<file path="src/rtl/pfq_pkg.sv">
// Shared types for the instruction prefetch queue: fetch FSM states,
// address/word types and the queue entry layout.
package pfq_pkg;

  typedef enum logic [1:0] {
    FETCH   = 2'd0,
    WAIT    = 2'd1,
    DISCARD = 2'd2
  } state_e;

  localparam int unsigned INSTR_BYTES = 4;

  typedef logic [31:0] addr_t;
  typedef logic [31:0] word_t;

  typedef struct packed {
    word_t instr;
    addr_t pc_next;
  } entry_t;

  // Branch targets are always instruction aligned; low bits are cleared.
  function automatic addr_t word_align(input addr_t a);
    return a & ~addr_t'(INSTR_BYTES - 1);
  endfunction

endpackage

</file>
<file path="src/rtl/pfq_fifo.sv">
// Small flop-based FIFO holding fetched {instr, pc_next} entries with
// wrapping pointers, an occupancy count and a single-cycle flush.
module pfq_fifo
  import pfq_pkg::*;
#(
  parameter int unsigned DEPTH = 4
) (
  input  logic                   clk_i,
  input  logic                   rst_i,
  input  logic                   flush_i,
  input  logic                   push_i,
  input  entry_t                 wdata_i,
  input  logic                   pop_i,
  output entry_t                 rdata_o,
  output logic                   valid_o,
  output logic [$clog2(DEPTH):0] count_o
);

  localparam int unsigned PW = $clog2(DEPTH);

  logic [PW-1:0] wr_ptr_q, wr_ptr_d;
  logic [PW-1:0] rd_ptr_q, rd_ptr_d;
  logic [PW:0]   count_q, count_d;
  logic          do_push, do_pop;
  entry_t        slot_rd [DEPTH];

  assign do_push = push_i & ~flush_i;
  assign do_pop  = pop_i & ~flush_i & (count_q != '0);

  generate
    for (genvar gi = 0; gi < DEPTH; gi++) begin : g_slot
      entry_t slot_q;
      always_ff @(posedge clk_i or negedge rst_i) begin
        if (!rst_i) begin
          slot_q <= '0;
        end else if (do_push && (wr_ptr_q == PW'(gi))) begin
          slot_q <= wdata_i;
        end
      end
      assign slot_rd[gi] = slot_q;
    end
  endgenerate

  always_comb begin
    wr_ptr_d = wr_ptr_q;
    rd_ptr_d = rd_ptr_q;
    count_d  = count_q;
    if (flush_i) begin
      wr_ptr_d = '0;
      rd_ptr_d = '0;
      count_d  = '0;
    end else begin
      if (do_push) wr_ptr_d = wr_ptr_q + PW'(1);
      if (do_pop)  rd_ptr_d = rd_ptr_q + PW'(1);
      count_d = count_q + {{PW{1'b0}}, do_push} - {{PW{1'b0}}, do_pop};
    end
  end

  always_ff @(posedge clk_i or negedge rst_i) begin
    if (!rst_i) begin
      wr_ptr_q <= '0;
      rd_ptr_q <= '0;
      count_q  <= '0;
    end else begin
      wr_ptr_q <= wr_ptr_d;
      rd_ptr_q <= rd_ptr_d;
      count_q  <= count_d;
    end
  end

  assign rdata_o = slot_rd[rd_ptr_q];
  assign valid_o = (count_q != '0);
  assign count_o = count_q;

endmodule

</file>
<file path="src/rtl/fetch_prefetch_queue.sv">
// Handshaked instruction prefetch unit feeding the IF/ID register.
// Define PFQ_BYPASS_EN to forward memory data straight to the outputs when the queue is empty.
module fetch_prefetch_queue
  import pfq_pkg::*;
#(
  parameter int unsigned DEPTH    = 4,
  parameter logic [31:0] RESET_PC = 32'h0000_0000
) (
  input  logic                   clk_i,
  input  logic                   rst_i,
  input  logic                   redirect_i,
  input  logic [31:0]            redirect_pc_i,
  output logic                   mem_req_o,
  output logic [31:0]            mem_addr_o,
  input  logic                   mem_ack_i,
  input  logic [31:0]            mem_data_i,
  output logic                   instr_valid_o,
  output logic [31:0]            instr_o,
  output logic [31:0]            pc_next_o,
  input  logic                   instr_ready_i,
  output logic [$clog2(DEPTH):0] count_o
);

  localparam int unsigned CW = $clog2(DEPTH) + 1;

  state_e  state_q, state_d;
  addr_t   fetch_pc_q, fetch_pc_d;
  addr_t   mem_addr_q, mem_addr_d;
  logic    mem_req_q, mem_req_d;

  entry_t  head;
  logic    head_valid;
  logic [CW-1:0] count, count_d;

  logic    ack, live_ack, bypass_take, bypass_used, push, pop;
  addr_t   pc_plus4;
  entry_t  push_entry;

  assign ack      = mem_req_q & mem_ack_i;
  // Only an ack for a request on the current path produces an instruction.
  assign live_ack = ack & (state_q == WAIT) & ~redirect_i;
  assign pc_plus4 = fetch_pc_q + INSTR_BYTES;

`ifdef PFQ_BYPASS_EN
  assign bypass_take = live_ack & ~head_valid;
  assign bypass_used = bypass_take & instr_ready_i;
`else
  assign bypass_take = 1'b0;
  assign bypass_used = 1'b0;
`endif

  assign push       = live_ack & ~bypass_used;
  assign pop        = head_valid & instr_ready_i & ~redirect_i;
  assign push_entry = '{instr: mem_data_i, pc_next: pc_plus4};
  assign count_d    = redirect_i ? '0 : (count + CW'(push) - CW'(pop));

  pfq_fifo #(
    .DEPTH (DEPTH)
  ) u_fifo (
    .clk_i   (clk_i),
    .rst_i   (rst_i),
    .flush_i (redirect_i),
    .push_i  (push),
    .wdata_i (push_entry),
    .pop_i   (pop),
    .rdata_o (head),
    .valid_o (head_valid),
    .count_o (count)
  );

  // A fetch completes on any ack (live or stale); the next request is issued
  // on the same edge whenever the post-update queue still has a free slot.
  always_comb begin
    state_d    = state_q;
    fetch_pc_d = fetch_pc_q;
    mem_req_d  = mem_req_q;
    mem_addr_d = mem_addr_q;

    if (redirect_i) begin
      fetch_pc_d = word_align(redirect_pc_i);
    end else if (live_ack) begin
      fetch_pc_d = pc_plus4;
    end

    if ((state_q == FETCH) || ack) begin
      if (count_d < CW'(DEPTH)) begin
        state_d    = WAIT;
        mem_req_d  = 1'b1;
        mem_addr_d = fetch_pc_d;
      end else begin
        state_d    = FETCH;
        mem_req_d  = 1'b0;
      end
    end else if (redirect_i) begin
      state_d = DISCARD;
    end
  end

  always_ff @(posedge clk_i or negedge rst_i) begin
    if (!rst_i) begin
      state_q    <= FETCH;
      fetch_pc_q <= RESET_PC;
      mem_req_q  <= 1'b0;
      mem_addr_q <= RESET_PC;
    end else begin
      state_q    <= state_d;
      fetch_pc_q <= fetch_pc_d;
      mem_req_q  <= mem_req_d;
      mem_addr_q <= mem_addr_d;
    end
  end

  assign mem_req_o     = mem_req_q;
  assign mem_addr_o    = mem_addr_q;
  assign instr_valid_o = head_valid | bypass_take;
  assign instr_o       = bypass_take ? mem_data_i : head.instr;
  assign pc_next_o     = bypass_take ? pc_plus4 : head.pc_next;
  assign count_o       = count;

endmodule

</file>
<file path="config.mk">
export PLATFORM = sky130hd
export DESIGN_NAME = fetch_prefetch_queue
export DESIGN_NICKNAME = d
export VERILOG_FILES = /design/src/rtl/pfq_pkg.sv /design/src/rtl/pfq_fifo.sv /design/src/rtl/fetch_prefetch_queue.sv
export SDC_FILE = /design/constraint.sdc
export NUM_CORES = 1
export LEC_CHECK = 0
export BUFFER_PORTS_ARGS = -buffer_cell sky130_fd_sc_hd__buf_2
export CAP_MARGIN = 20
export CORE_MARGIN = 5
export CORE_UTILIZATION = 60
export CTS_BUF_LIST = sky130_fd_sc_hd__clkbuf_8
export DETAILED_ROUTE_END_ITERATION = 8
export HOLD_SLACK_MARGIN = 0.12
export PLACE_DENSITY_LB_ADDON = 0.15
export SKIP_CTS_REPAIR_TIMING = 1
export SLEW_MARGIN = 20
export SYNTH_ARGS = -nofsm -noshare
export SYNTH_HDL_FRONTEND = slang
export SYNTH_SLANG_ARGS = --single-unit
</file>
<file path="constraint.sdc">
create_clock -name clk_i -period 4.4 [get_ports clk_i]
set_input_delay 0.88 -clock clk_i [delete_from_list [all_inputs] [get_ports clk_i]]
set_output_delay 0.88 -clock clk_i [all_outputs]
set_load 0.01 [all_outputs]
</file>
==> key figures <==
Status
  – Outcome: completed

STA
  – Endpoints failing setup: 0
  – Endpoints failing hold: 0
  – Worst-Margin Slew: 0.855 ns
  – Setup TNS: 0 ns
  – Max Slew Vio Count: 0
  – Clk_skew: 0.0129 ns
  – Slew headroom: 43.0%
  – Tcrit/Tclk final: 77.1%
  – RSZ-0062 raised after global routing: no
  – Fmax: 295 MHz
  – Tmin final: 3.39 ns

Setup path
  – CP required: 3.52 ns
  – Critical Path Start Type: flop
  – Worst path buffer plus inverter count: 2
  – Crit path cell chain: buf_12 -> mux4_2 -> buf_2
  – Slowest stage cell, crit path: dfrtp_4
  – WP data arrival: 2.51 ns
  – Start point of the critical path: u_fifo.rd_ptr_q[0]
  – Crit-path max FO: 42
  – Critical path class: reg -> out
  – Largest delay share family, worst path: flip-flops
  – Worst r2r src: u_fifo.count_o[1]
  – Max stage delay on crit path: 0.76 ns
  – Element type at the critical path end: output pin

GRT
  – Vias in the first global route: 10.4k
  – GRT Total Usage: 23.1%
  – Antenna violations before repair: 0
  – First-pass GRT wire length: 53,500 um
  – Largest net degree at the start of global routing: 114
  – Global route overflow: 0

Yosys
  – Post-synth top flop: dfrtp_1
  – Avg Cell Area, Syn: 12.5 sq um
  – Commonest cells post-synth: dfrtp_1 (330), nand2_1 (162), mux2_2 (159)
  – Synth unique cells: 51
  – Ys Warns: 0
  – Synth Area in Adders: 0.891%
  – Cells after Synth: 1,189
  – Number of synthesized flops with an enable pin: 0
  – Part of the Yosys area used for sequential elements: 55.5%
  – Syn Std Cell Area: 0.0149 sq mm
  – Fraction of registers with async set/reset: 100%
  – Syn_nets: 1,268
  – Synth top area cells: dfrtp_1 (55%), mux2_2 (12%), mux4_2 (9.7%), o21ai_0 (4.2%), nand2_1 (4.1%)
  – Synth Area in XOR/XNOR: 2.77%
  – Compound-Gate Fraction of Synth Area: 6.71%
  – Post-Synth Simple-Gate Area: 9.47%
  – Largest area contributor in the netlist: dfrtp_1
  – Largest family of logic cells by synthesized area: multiplexers
  – Multiplexer share of the synthesized area: 21.8%
  – Post-synth top area share: 55.5%
  – Most frequent cell after synthesis: dfrtp_1
  – Post-synthesis register bit count: 330

Power and ir drop
  – Peak supply drop: 0.491 mV
  – Lkg Pwr: 7.92 nW
  – Power per Cell Area: 593 mW/mm^2
  – Total power: 10.1 mW

Finish
  – Synth-to-Final Area Change: 14.7%
  – Fin nets: 1,429
  – Post-Layout Cell Count: 1,707
  – Final core occ: 70.0%
  – Ant diodes: 0
  – Multi-input logic area: 0.00622 sq mm
  – Layout cells sized above 1: 36.7%
  – Reg area: 0.00826 sq mm
  – Fillers: 1,840

Clocking
  – Worst-path clk slew: 0.06 ns
  – Clk_lat worst skew: 0.57 ns
  – Max clock buf depth: 3
  – CTS tree: yes
  – Clk root buf: clkbuf_8
  – TritonCTS Buffers: 53
  – Number of clock sinks: 330
  – H-tree levels: 2

Die
  – Die width: 168 um
  – Die H: 168 um
  – Row cnt: 57
  – # IOs: 170
  – Core area: 0.0244 sq mm
  – Starting density of the core: 61.0%
  – Full die area: 0.0281 sq mm

Routing
  – Vias/cell: 5.72
  – DR vias: 9,760
  – Initial drt markers: 769
  – Routed len/inst: 18.4 um
  – Routed wire length: 31,500 um
  – Pre-Repair DR Iteration Count: 5
  – Routed Antenna Nets: 0
  – DRC: 0

Placement
  – Routability cong.: 0.838
  – Inst Count DP: 1,619
  – Port bufs: 167
  – HPWL Detailed: 20,400 um

Run
  – Max-cap violations: 0

Worst hold path
  – Hold/Removal Path Class: in -> async
[per-stage QoR]
step	cell area, sq um	setup WS [ns]	hold WS [ns]
floorplan	14900	0.769	0.445
global placement	16000	1.11	0.457
detailed placement	16000	1.06	0.465
CTS	17100	0.909	0.408
global route	17100	0.821	0.432
finish	17100	1.01	0.390
[area by class of cell]
class / count / area share, %
flip-flops and latches: 330 / 48.4
multi-input cells: 764 / 36.5
repair buffers: 190 / 6.48
clock buffers: 67 / 5.40
well taps: 324 / 2.37
clock inverters: 21 / 0.667
inverters: 11 / 0.242
[sequential cells by signal, summed over array words and instances, names as in the netlist]
| signal | count |
|---|---|
| u_fifo.g_slot.slot_q | 256 |
| u_fifo.wr_ptr_q | 2 |
| state_q | 2 |
| fetch_pc_q | 32 |
| mem_req_o | 1 |
| mem_addr_o | 32 |
| u_fifo.count_o | 3 |
| u_fifo.rd_ptr_q | 2 |
[power breakdown]
| group | internal [mW] | total, mW | switching (mW) |
|---|---|---|---|
| clock | 1.41 | 2.56 | 1.15 |
| sequential | 3.85 | 4.36 | 0.513 |
| combinational | 1.66 | 3.21 | 1.55 |
[cells by family after synthesis]
family	after synthesis
AO/OA/AOI/OAI	179
flip-flops	330
multiplexers	224
buffers and inverters	95
XOR/XNOR	47
AND/OR/NAND/NOR	304
adder cells (fa/ha/maj)	10
[placed cells by master (no fill, tap or decap), drive strengths merged, types with 5 or more instances in the layout]
master	n
buf	190
or4	5
o211ai	5
nand2	162
a31oi	5
nand3	25
xor2	11
nor2	49
dfrtp	330
mux2	159
a21oi	14
mux4	64
nor4	13
nor3	18
o21ai	131
clkbuf	67
xnor2	36
inv	26
nand4	12
o31ai	13
ha	9
[path summary, 6_finish.rpt]
check / end / slack (ns) / cells past startpoint
min in group clk_i: u_fifo.g_slot[0].slot_q[28] / 0.48 / 2
min reg2reg: u_fifo.g_slot[0].slot_q[28] / 0.48 / 2
max: pc_next_o[2] / 1.01 / 3
min: u_fifo.g_slot[0].slot_q[58] / 0.39 / 1
max reg2reg: mem_addr_o[13] / 1.24 / 11
max in group asynchronous: u_fifo.rd_ptr_q[0] / 3.02 / 2
[layer usage]
layer / global-route usage (%) / up-vias / wire [um]
met5: 0 / - / 0
met4: 5.65 / 0 / 511
met3: 3.87 / 41 / 1430
met2: 36.5 / 262 / 14800
met1: 34.1 / 4884 / 14800
li1: - / 4573 / -
Power figures use the tool's default switching activity.
